### config.mk
export PLATFORM = sky130hd
export DESIGN_NAME = rs_issue_select_flat
export DESIGN_NICKNAME = d
export VERILOG_FILES = /design/src/rtl/rs_issue_select_if.sv /design/src/rtl/rs_issue_select.sv /design/src/flat_wrapper.sv
export SDC_FILE = /design/constraint.sdc
export NUM_CORES = 1
export LEC_CHECK = 0
export BUFFER_PORTS_ARGS = -buffer_cell sky130_fd_sc_hd__buf_2
export CORE_AREA = 10 10 118 120
export CTS_BUF_LIST = sky130_fd_sc_hd__clkbuf_16
export CTS_CLUSTER_DIAMETER = 200
export CTS_CLUSTER_SIZE = 14
export DETAILED_ROUTE_END_ITERATION = 16
export DIE_AREA = 0 0 128 130
export PLACE_DENSITY = 0.79
export RECOVER_POWER = 25
export SLEW_MARGIN = 40
export SYNTH_ARGS = -nofsm -noshare
export SYNTH_HDL_FRONTEND = slang
export SYNTH_SLANG_ARGS = --single-unit
### constraint.sdc
create_clock -name clock -period 7.75 [get_ports clock]
set_input_delay 1.1625 -clock clock [delete_from_list [all_inputs] [get_ports clock]]
set_output_delay 1.1625 -clock clock [all_outputs]
set_load 0.02 [all_outputs]
### src/rtl/rs_issue_select_if.sv
// Bundles the signals between the reservation-station entries, the decoder,
// the execute stage and the issue-select block.
//   master : the environment (entries, decoder, execute) driving the block
//   slave  : rs_issue_select itself
// Signals:
//   squash, dispatch_valid, fu_ready    control inputs to the block
//   entry_busy, entry_ready             per-entry status
//   entry_packet                        per-entry held issue packet
//   wr_en, clear                        per-entry allocate / clear strobes
//   rs_full                             no free entry, dispatch must stall
//   is_valid, is_packet                 issue output slot to execute
interface rs_issue_select_if #(
   parameter int RS_LEN = 8,
   parameter int PKT_W  = 32
);
   logic                          squash;
   logic                          dispatch_valid;
   logic                          fu_ready;
   logic [RS_LEN-1:0]             entry_busy;
   logic [RS_LEN-1:0]             entry_ready;
   logic [RS_LEN-1:0][PKT_W-1:0]  entry_packet;
   logic [RS_LEN-1:0]             wr_en;
   logic [RS_LEN-1:0]             clear;
   logic                          rs_full;
   logic                          is_valid;
   logic [PKT_W-1:0]              is_packet;

   modport master (
      output squash, dispatch_valid, fu_ready, entry_busy, entry_ready, entry_packet,
      input  wr_en, clear, rs_full, is_valid, is_packet
   );

   modport slave (
      input  squash, dispatch_valid, fu_ready, entry_busy, entry_ready, entry_packet,
      output wr_en, clear, rs_full, is_valid, is_packet
   );
endinterface

### src/rtl/rs_issue_select.sv
// Control and issue stage around RS_LEN reservation-station entries.
// Allocates the lowest free entry for a dispatched instruction, picks one
// ready entry per cycle in round-robin order, clears it and registers its
// packet into a valid/ready output slot feeding execute. Squash flushes all
// busy entries and the output slot.
// Ports:
//   clock  single clock
//   reset  synchronous, active-high
//   bus    rs_issue_select_if.slave (dispatch, entry status, issue slot)
module rs_issue_select #(
   parameter int RS_LEN = 8,
   parameter int PKT_W  = 32,
   parameter int PTR_W  = $clog2(RS_LEN)
) (
   input  logic             clock,
   input  logic             reset,
   rs_issue_select_if.slave bus
);
   logic [PTR_W-1:0]  rr_ptr;
   logic              valid;
   logic [PKT_W-1:0]  packet;

   logic              full;
   logic [RS_LEN-1:0] cand;
   logic [RS_LEN-1:0] alloc;
   logic              free_found;
   logic [PTR_W-1:0]  idx;
   logic [PTR_W-1:0]  gidx;
   logic              found;
   logic              slot_free;
   logic              grant_en;
   logic [RS_LEN-1:0] wr_en;
   logic [RS_LEN-1:0] clr;

   assign full      = &bus.entry_busy;
   assign cand      = bus.entry_ready & bus.entry_busy;
   assign slot_free = !valid || bus.fu_ready;
   assign grant_en  = !reset && !bus.squash && slot_free && found;

   // Lowest-index free entry.
   always_comb begin
      alloc      = '0;
      free_found = 1'b0;
      for (int i = 0; i < RS_LEN; i++) begin
         if (!free_found && !bus.entry_busy[i]) begin
            alloc[i]   = 1'b1;
            free_found = 1'b1;
         end
      end
   end

   // Round-robin search starting at rr_ptr; RS_LEN is a power of two so the
   // pointer add wraps naturally.
   always_comb begin
      idx   = '0;
      gidx  = '0;
      found = 1'b0;
      for (int i = 0; i < RS_LEN; i++) begin
         idx = rr_ptr + PTR_W'(i);
         if (!found && cand[idx]) begin
            found = 1'b1;
            gidx  = idx;
         end
      end
   end

   // Strobes: squash flushes every busy entry and blocks allocation.
   always_comb begin
      wr_en = '0;
      clr   = '0;
      if (!reset) begin
         if (bus.squash) begin
            clr = bus.entry_busy;
         end else begin
            if (bus.dispatch_valid && !full) wr_en = alloc;
            if (grant_en) clr[gidx] = 1'b1;
         end
      end
   end

   // Output slot and round-robin pointer.
   always_ff @(posedge clock) begin
      if (reset) begin
         valid  <= 1'b0;
         packet <= '0;
         rr_ptr <= '0;
      end else if (bus.squash) begin
         valid  <= 1'b0;
         rr_ptr <= '0;
      end else if (grant_en) begin
         valid  <= 1'b1;
         packet <= bus.entry_packet[gidx];
         rr_ptr <= gidx + PTR_W'(1);
      end else if (bus.fu_ready && valid) begin
         valid  <= 1'b0;
      end
   end

   assign bus.wr_en     = wr_en;
   assign bus.clear     = clr;
   assign bus.rs_full   = full;
   assign bus.is_valid  = valid;
   assign bus.is_packet = packet;
endmodule

### src/flat_wrapper.sv
// flat-port wrapper written by rule: the top's interface ports become plain ports
module rs_issue_select_flat 
#(
   parameter int RS_LEN = 8,
   parameter int PKT_W  = 32,
   parameter int PTR_W  = $clog2(RS_LEN)
)
  (clock, reset, bus_squash, bus_dispatch_valid, bus_fu_ready, bus_entry_busy, bus_entry_ready, bus_entry_packet, bus_wr_en, bus_clear, bus_rs_full, bus_is_valid, bus_is_packet);
  rs_issue_select_if #(.RS_LEN(RS_LEN), .PKT_W(PKT_W)) bus_i ();
  input  logic clock;
  input  logic reset;
  input wire logic [$bits(bus_i.squash)-1:0] bus_squash;
  input wire logic [$bits(bus_i.dispatch_valid)-1:0] bus_dispatch_valid;
  input wire logic [$bits(bus_i.fu_ready)-1:0] bus_fu_ready;
  input wire logic [$bits(bus_i.entry_busy)-1:0] bus_entry_busy;
  input wire logic [$bits(bus_i.entry_ready)-1:0] bus_entry_ready;
  input wire logic [$bits(bus_i.entry_packet)-1:0] bus_entry_packet;
  output wire logic [$bits(bus_i.wr_en)-1:0] bus_wr_en;
  output wire logic [$bits(bus_i.clear)-1:0] bus_clear;
  output wire logic [$bits(bus_i.rs_full)-1:0] bus_rs_full;
  output wire logic [$bits(bus_i.is_valid)-1:0] bus_is_valid;
  output wire logic [$bits(bus_i.is_packet)-1:0] bus_is_packet;
  assign bus_i.squash = bus_squash;
  assign bus_i.dispatch_valid = bus_dispatch_valid;
  assign bus_i.fu_ready = bus_fu_ready;
  assign bus_i.entry_busy = bus_entry_busy;
  assign bus_i.entry_ready = bus_entry_ready;
  assign bus_i.entry_packet = bus_entry_packet;
  assign bus_wr_en = bus_i.wr_en;
  assign bus_clear = bus_i.clear;
  assign bus_rs_full = bus_i.rs_full;
  assign bus_is_valid = bus_i.is_valid;
  assign bus_is_packet = bus_i.is_packet;
  rs_issue_select #(.RS_LEN(RS_LEN), .PKT_W(PKT_W), .PTR_W(PTR_W)) u_core (.clock(clock), .reset(reset), .bus(bus_i));
endmodule
==> reports/metrics.cfg, run 1 <==
[outcome]
status = finished clean

[min_path]
hold_path_end = u_core.bus.is_valid
hold_path_depth = 2
holdCritStartpoint = u_core.bus.is_valid
min_path_type = reg2reg

[final_layout]
multi_input_area_um2 = 3665
drive_above_1_share_pct = 40.38
instances_no_fill = 1002
design_area_um2 = 6435
nNetsFinal = 1125
fillers = 1186
post-route-util_pct = 54.95
area_growth_pct = 37.55
seqCellArea_um2 = 721.9

[routing]
wl_per_cell_um = 21.67
viasPerCell = 5.659
vias = 5670
drtPass1Iterations = 5
drc_errors = 0
drt_iter0_drc = 385
totalWireLength_mm = 21.71
final_antenna_net_count = 0

[clock_tree]
postCtsSetupRepairBufs = 0
cts.repair.resized = 0
worstSkewPairLatency_ns = 0.28
clock_tree.root_cell = clkbuf_16
cts_tree = yes
cts.sinks = 36
cts_hold_buf = 0
clk_pin_slew_ns = 0.06
numCtsBuffers = 5
clockBufferDepth = 2
htreeDepth = 2

[setup_path]
arrival_ns = 4.84
crit_family = simple AND/OR/NAND/NOR gates
reg2reg_to = u_core.bus.is_packet[15]
worstSetupPathType = reg2out
path_buf_inv = 4
crit_top_cell = nor2_1
cp.depth = 13
regToRegSetupSlack_ns = 2.26
worstSetupEndpointType = output port
worst_ep_required_time_ns = 6.59
cp_slowest_cell = and2_4
r2r-start = u_core.rr_ptr[1]
rr_worst_depth = 13
cp_max_fo = 48
cp_cell_sequence = inv_1 -> ha_1 -> inv_2 -> mux4_2 -> or3b_1 -> o2111a_1 -> or3_1 -> buf_4 -> and2_4 -> nor2_1 -> a22oi_1 -> nor2_1 -> buf_2
slowest_delay_ns = 0.66
cp-start-kind = register

[sta]
hold_violations = 0
fin_crit_sh_pct = 77.50
skew_ns = 0.004307
max_freq_mhz = 166.5
worstMarginPinSlew_ns = 0.8223
drv_slew = 0
setup_slack_ns = 1.744
rsz0062_at_grt = false
timing.final.crit_period_ns = 6.006
hold_ws_ns = 0.5375
setup_tns_ns = 0
max_slew_margin_pct = 45.18
finalSetupViolations = 0

[place]
placed_cells = 986
dp_slack_ns = 1.776
dp_hpwl_mm = 18.06
place_area_um2 = 6295
io_buffer_count = 326
gp_congestion = 0.9362

[synth]
syn-cell-area_um2 = 4678
yosysSeqAreaShare_pct = 15.41
synth_fp_nets = 834
synth_top_area_share_pct = 26.75
ys_types = 54
synth_top_cell_by_area = mux2i_1
yosys_warnings = 0
synth-main-ff-cell = dfxtp_1
synthCells = 555
synthArstFlopShare_pct = 0
yosys-top-cells-area = mux2i_1, dfxtp_1, a211oi_1
synth_area_per_cell_um2 = 8.429
synth-edff-count = 0
synth_seq_cells = 36

[power_and_ir_drop]
p_sw_mw = 1.662
ir_drop_mv = 0.3025
power_mw = 3.097
p_per_area_nw_per_um2 = 481.2
power_frac_clock_pct = 6.3
pwr-share-comb_pct = 84.2
seqPwrFrac_pct = 9.5
p_int_mw = 1.435
switching_share_pct = 53.67
p_leak_nw = 3.487

[die]
row_count = 40
ios = 327
dieHeight_um = 130
die-width_um = 128
coreArea_um2 = 11710
start_util_pct = 39.95
dieArea_um2 = 16640

[global_routing]
grt-ovfl-total = 0
antenna_found_initial = 8
grt_use_total_pct = 23.69
grt_pass1_vias = 5678
grt_max_degree = 77
grt_pass1_wl_mm = 31.24

[flow_run]
timing.max_cap.violations = 0

[worst reg2reg max path, stage by stage (launching register included)]
cell	delay [ns]
dfxtp_1	0.65
inv_1	0.26
ha_1	0.46
inv_2	0.22
mux4_2	0.57
or3b_1	0.23
o2111a_1	0.21
or3_1	0.36
buf_4	0.31
and2_4	0.66
buf_4	0.67
mux2i_1	0.36
a211oi_1	0.12
a211o_1	0.30
[cell usage in the layout (no fill, tap or decap), types with 3 or more instances in the layout]
master     synthesis  final
a211o_1           34     34
a211oi_1          65     64
a21boi_0          35     35
a21oi_1            9      9
a22oi_1            3      3
and2_1            37     37
buf_2             10    305
buf_4              1      9
clkbuf_1          29     21
clkbuf_16          0      5
dfxtp_1           36     35
diode_2            0      8
inv_1              4      6
mux2i_1          125    125
mux4_2             9      9
nand2_1           34     34
nand2b_1           4      3
nand3_1           10     10
nor2_1            20     19
nor3_1            11     11
nor3b_1            4      4
nor4_1             3      3
o211ai_1           4      4
o21a_1             3      3
o21ai_0           12     12
[power groups by stage]
stage	logic (mW)	registers, mW	clock network [mW]
after floorplan	2.11	0.336	0
after global placement	2.59	0.290	0
after detailed placement	2.60	0.293	0
after CTS	2.61	0.290	0.202
after global routing	2.82	0.298	0.208
final	2.61	0.293	0.196
[worst max-delay path by stage]
stage / startpoint / endpoint / slack (ns)
final: u_core.rr_ptr[1] / bus_clear[7] / 1.74
after CTS: u_core.rr_ptr[0] / bus_clear[7] / 1.46
after global routing: u_core.rr_ptr[0] / bus_clear[7] / 1.49
after detailed placement: u_core.rr_ptr[0] / bus_clear[7] / 1.78
after global placement: u_core.rr_ptr[0] / bus_clear[7] / 1.87
after floorplan: bus_entry_busy[5] / bus_clear[3] / 2.64
[layer usage]
layer / share of wire, % / up-vias / global-route usage (%) / routed length [µm]
li1: - / 2731 / - / -
met1: 36 / 2579 / 25.59 / 7894
met2: 51 / 306 / 41.52 / 11100
met3: 8.6 / 52 / 7.424 / 1867
met4: 3.9 / 2 / 10.79 / 838
met5: 0.060 / - / 0 / 13
[final cells by class]
class	count	share of cell area (%)
clock buffers	5	1.944
well taps	147	2.858
flip-flops and latches	36	11.22
repair buffers	336	26.17
inverters	5	0.2917
clock inverters	3	0.2528
diodes	8	0.3111
multi-input cells	462	56.95
[logic make-up (layout without fill, tap and decap cells)]
logic type,after synthesis,after routing,synth area share (%)
other,0,8,0
AND/OR/NAND/NOR,138,138,15.41
multiplexers,136,136,31.56
adder cells (fa/ha/maj),2,2,0.5348
buffers and inverters,57,349,6.686
XOR/XNOR,3,3,0.8828
AO/OA/AOI/OAI,183,183,29.53
flip-flops,36,36,15.41
[state kept, by name, indices dropped and copies added (netlist names)]
name,flops
u_core.bus.is_valid,1
u_core.rr_ptr,3
u_core.bus.is_packet,32
[cells in the mapped netlist (3+ instances only)]
cell type / number
a211o_1: 34
a211oi_1: 65
a21boi_0: 35
a21oi_1: 9
a22oi_1: 3
and2_1: 37
buf_2: 10
buf_6: 11
clkbuf_1: 29
dfxtp_1: 36
inv_1: 4
mux2i_1: 125
mux4_2: 9
nand2_1: 34
nand2b_1: 4
nand3_1: 10
nor2_1: 20
nor3_1: 11
nor3b_1: 4
nor4_1: 3
o211ai_1: 4
o21a_1: 3
o21ai_0: 12
No activity file was read; power rests on OpenSTA's default activity.
==> run 2, diff against run 1 <==
Settings changed: CORE_AREA 10 10 118 120 to unset, CORE_MARGIN set to 10, CORE_UTILIZATION set to 39, DIE_AREA 0 0 128 130 to unset, PLACE_DENSITY 0.79 to 0.8.
Clock period 7.75 ns to 5.35 ns, I/O delays scaled along.
==> run 2 against run 1 <==
  * First-iteration DRC count rose by 15%
  * Sequential power rose by 38%
  * Routed wire length fell by 1.9%
  * Highest routed layer unchanged
  * Sequential share of layout area fell by 0.13 points
  * Combinational power rose by 46%
==> reports/metrics.cfg, run 2 (synthesis results as in run 1) <==
[outcome]
status = finished clean

[clock_tree]
worstSkewPairLatency_ns = 0.28
cts_tree = yes
cts_hold_buf = 0
numCtsBuffers = 5
clockBufferDepth = 2
htreeDepth = 2
cts.sinks = 36
postCtsSetupRepairBufs = 0
clock_tree.root_cell = clkbuf_16
clk_pin_slew_ns = 0.06
cts.repair.resized = 0

[sta]
hold_ws_ns = 0.5350
max_slew_margin_pct = 53.24
worstMarginPinSlew_ns = 0.7014
drv_slew = 0
skew_ns = 0.005269
max_freq_mhz = 202.1
setup_tns_ns = 0
finalSetupViolations = 0
timing.final.crit_period_ns = 4.949
fin_crit_sh_pct = 92.51
rsz0062_at_grt = false
hold_violations = 0

[die]
dieArea_um2 = 16780
ios = 327
coreArea_um2 = 11560
dieHeight_um = 129.5
row_count = 39
start_util_pct = 40.45
die-width_um = 129.5

[setup_path]
worstSetupPathType = reg2out
arrival_ns = 4.15
cp_max_fo = 19
cp-start-kind = register
worst_ep_required_time_ns = 4.55
worstSetupEndpointType = output port

[power_and_ir_drop]
p_sw_mw = 2.372
p_per_area_nw_per_um2 = 698.8
switching_share_pct = 52.25
pwr-share-comb_pct = 83.7
p_int_mw = 2.168
seqPwrFrac_pct = 8.9
p_leak_nw = 3.520
power_frac_clock_pct = 7.3
ir_drop_mv = 0.6831

[final_layout]
layout_commonest_cell = buf_2
largest_register_ffs = 32
area_growth_pct = 38.86
nNetsFinal = 1131
layout_common_cells = buf_2, mux2i_1, a211oi_1, and2_1, dfxtp_1
drive_above_1_share_pct = 40.56

[routing]
totalWireLength_mm = 21.29
drc_errors = 0
drt_iter0_drc = 441
final_antenna_net_count = 0
wl_per_cell_um = 21.24
drtPass1Iterations = 7
vias = 5665
viasPerCell = 5.654

[min_path]
min_path_type = reg2reg

[place]
dp_hpwl_mm = 17.75
gp_congestion = 0.9617
io_buffer_count = 326

[global_routing]
grt_pass1_wl_mm = 31.93
antenna_found_initial = 8
grt-ovfl-total = 0
grt_max_degree = 74
grt_use_total_pct = 23.89
grt_pass1_vias = 5896

[flow_run]
timing.max_cap.violations = 0

[run 2: cell count changes in the layout (fill, tap and decap cells not counted), sizes merged]
| cell | change |
|---|---|
| bufinv | +1 |
| inv | -2 |
| diode | -2 |
| buf | +6 |
| clkinv | +1 |
[run 2: final cells by class]
class	count	area, µm²
Multi-Input combinational cell	462	3662
Tap cell	143	178.9
Inverter	5	18.77
Timing Repair Buffer	342	1738
Clock inverter	3	37.54
Fill cell	1090	5069
Clock buffer	5	125.1
Sequential cell	36	720.7
Antenna cell	6	15.01
[run 2: routing by layer]
metal | global-route usage [%] | wire length (µm) | up-vias
met2 | 43.78 | 11180 | 271
met5 | 0 | 44 | -
met4 | 7.474 | 495 | 6
li1 | - | - | 2745
met1 | 25.94 | 7731 | 2608
met3 | 6.974 | 1834 | 35
[run 2: final timing paths]
kind                                 start                  endpoint  slack, ns  depth (start not counted)
setup / recovery          u_core.rr_ptr[0]              bus_clear[2]       0.40                         12
hold / removal    u_core.bus.is_packet[27]  u_core.bus.is_packet[27]       0.53                          2
setup reg to reg          u_core.rr_ptr[0]   u_core.bus.is_packet[1]       0.78                         13
hold reg to reg   u_core.bus.is_packet[27]  u_core.bus.is_packet[27]       0.53                          2
[run 2: stage by stage]
step	setup WS, ns	area, µm²	util (%)	power [mW]	cells
global placement	0.7718	6345	54.86	4.183	988
CTS	0.4343	6507	56.27	4.549	996
global route	0.1505	6491	56.13	4.888	1000
floorplan	0.8112	4678	-	3.549	555
finish	0.4007	6496	56.17	4.540	1002
detailed placement	0.7327	6345	54.86	4.205	988
[run 2: critical path, cell delays in order (launching register included)]
cell and delay (ns):
dfxtp_1 0.53, inv_1 0.24, ha_1 0.46, inv_2 0.20
mux4_2 0.56, or3b_1 0.23, o2111a_1 0.20, a22o_1 0.15
buf_4 0.22, nand2_1 0.32, or3_1 0.44, a21oi_1 0.13
buf_2 0.19
[run 2: power by group through the flow]
| stage | combinational, mW | clock (mW) | sequential, mW |
|---|---|---|---|
| after global placement | 3.78 | 0 | 0.405 |
| after floorplan | 3.06 | 0 | 0.487 |
| final | 3.80 | 0.333 | 0.405 |
| after detailed placement | 3.80 | 0 | 0.408 |
| after CTS | 3.81 | 0.340 | 0.402 |
| after global routing | 4.12 | 0.350 | 0.414 |
==> run 3, diff against run 2 <==
Settings changed: CELL_PAD_IN_SITES_DETAIL_PLACEMENT set to 1, CELL_PAD_IN_SITES_GLOBAL_PLACEMENT set to 1, CORE_UTILIZATION 39 to 26, PLACE_DENSITY 0.8 to unset, PLACE_DENSITY_LB_ADDON set to 0.1.
==> run 3 against run 2 <==
  * Global-route usage is 4.7 points lower
  * Clock power shrank 9.3%
  * Largest power group unchanged
  * Highest routed layer unchanged
  * Flip-flop and latch count unchanged
==> reports/metrics.cfg, run 3 (synthesis results as in run 1) <==
[outcome]
status = finished clean

[routing]
drtPass1Iterations = 4
final_antenna_net_count = 0
wl_per_cell_um = 22.51
viasPerCell = 5.205
vias = 5637
drc_errors = 0
totalWireLength_mm = 24.38
drt_iter0_drc = 223

[setup_path]
worstSetupPathType = reg2out
worstSetupEndpointType = output port
cp-start-kind = register
r2r-start = u_core.rr_ptr[0]
worst_ep_required_time_ns = 4.55
arrival_ns = 4.16
rr_worst_depth = 14
crit_path_start = u_core.rr_ptr[0]
setup.worst_path.end = bus_clear[2]
reg2reg_to = u_core.bus.is_packet[22]
regToRegSetupSlack_ns = 0.78
cp_max_fo = 23

[die]
row_count = 48
dieHeight_um = 154.1
ios = 327
start_util_pct = 26.77
dieArea_um2 = 23760
die-width_um = 154.1
coreArea_um2 = 17480

[sta]
max_slew_margin_pct = 51.47
skew_ns = 0.005091
drv_slew = 0
worstMarginPinSlew_ns = 0.7217
hold_violations = 0
rsz0062_at_grt = false
setup_tns_ns = 0
timing.final.crit_period_ns = 4.963
fin_crit_sh_pct = 92.76
max_freq_mhz = 201.5
finalSetupViolations = 0

[clock_tree]
cts.sinks = 36
numCtsBuffers = 5
cts_tree = yes
clockBufferDepth = 2
clock_tree.root_cell = clkbuf_16
cts_hold_buf = 0
postCtsSetupRepairBufs = 0
clk_pin_slew_ns = 0.06
htreeDepth = 2
worstSkewPairLatency_ns = 0.30
cts.repair.resized = 0

[place]
gp_congestion = 0.8712
dp_hpwl_mm = 20.52
io_buffer_count = 326
placed_cells = 1070

[global_routing]
grt_pass1_vias = 6267
grt-ovfl-total = 0
grt_max_degree = 75
grt_use_total_pct = 19.20
antenna_found_initial = 7
grt_pass1_wl_mm = 36.57

[final_layout]
layout_commonest_cell = buf_2
layout_common_cells = buf_2, mux2i_1, a211oi_1, and2_1, dfxtp_1
drive_above_1_share_pct = 40.68
area_growth_pct = 40.49
largest_register_ffs = 32
instances_no_fill = 1083
post-route-util_pct = 37.61
nNetsFinal = 1131

[power_and_ir_drop]
ir_drop_mv = 0.4412
p_leak_nw = 3.507
power_mw = 4.607
p_per_area_nw_per_um2 = 700.9

[flow_run]
timing.max_cap.violations = 0

[min_path]
min_path_type = reg2reg

==> run 3: power by group <==
part           switching [mW]  leakage (nW)  internal [mW]  total (mW)
Clock                   0.132        0.0687          0.170       0.302
Sequential             0.0342         0.297          0.359       0.393
Combinational            2.33          3.14           1.58        3.91
Total                    2.49          3.51           2.11        4.61
==> run 3: how the worst min path moves through the flow <==
stage	start	slack, ns	depth (start not counted)	end
global route	u_core.rr_ptr[2]	0.54	2	u_core.rr_ptr[2]
global placement	u_core.rr_ptr[2]	0.48	2	u_core.rr_ptr[2]
floorplan	u_core.bus.is_valid	0.58	2	u_core.bus.is_valid
detailed placement	u_core.rr_ptr[2]	0.49	2	u_core.rr_ptr[2]
CTS	u_core.rr_ptr[2]	0.50	2	u_core.rr_ptr[2]
finish	u_core.rr_ptr[2]	0.49	2	u_core.rr_ptr[2]
==> run 3: cell type report <==
cell class | count | area (µm²)
clock buffer | 5 | 125.1
sequential | 36 | 720.7
antenna | 5 | 12.51
clock inverter | 3 | 15.01
tap | 225 | 281.5
multi-input combinational | 462 | 3670
inverter | 5 | 18.77
timing repair buffer | 342 | 1729
fill | 2191 | 10900
==> run 3: stage by stage <==
| stage | worst slack [ns] | area, µm² | hold slack (ns) |
|---|---|---|---|
| global placement | 0.7720 | 6442 | 0.4752 |
| CTS | 0.3361 | 6583 | 0.5008 |
| finish | 0.3871 | 6573 | 0.4898 |
| detailed placement | 0.5968 | 6442 | 0.4918 |
| floorplan | 0.8112 | 4678 | 0.5781 |
| global route | 0.03311 | 6565 | 0.5355 |
==> run 3: worst max-delay path, cell delays in order, from the launching register on <==
cell,delay (ns)
dfxtp_1,0.31
buf_4,0.25
inv_1,0.19
ha_1,0.44
inv_2,0.21
mux4_2,0.58
or3b_1,0.24
o2111a_1,0.21
a22o_1,0.17
buf_4,0.23
nand2_1,0.27
or3_1,0.42
a21oi_1,0.13
buf_2,0.20
==> run 3: metal layers <==
metal	global-route usage (%)	share of wire, %	vias to the layer above
li1	-	-	2738
met1	20.97	39	2662
met2	34.72	52	205
met3	6.444	7.3	26
met4	4.633	1.7	6
met5	0	0.19	-
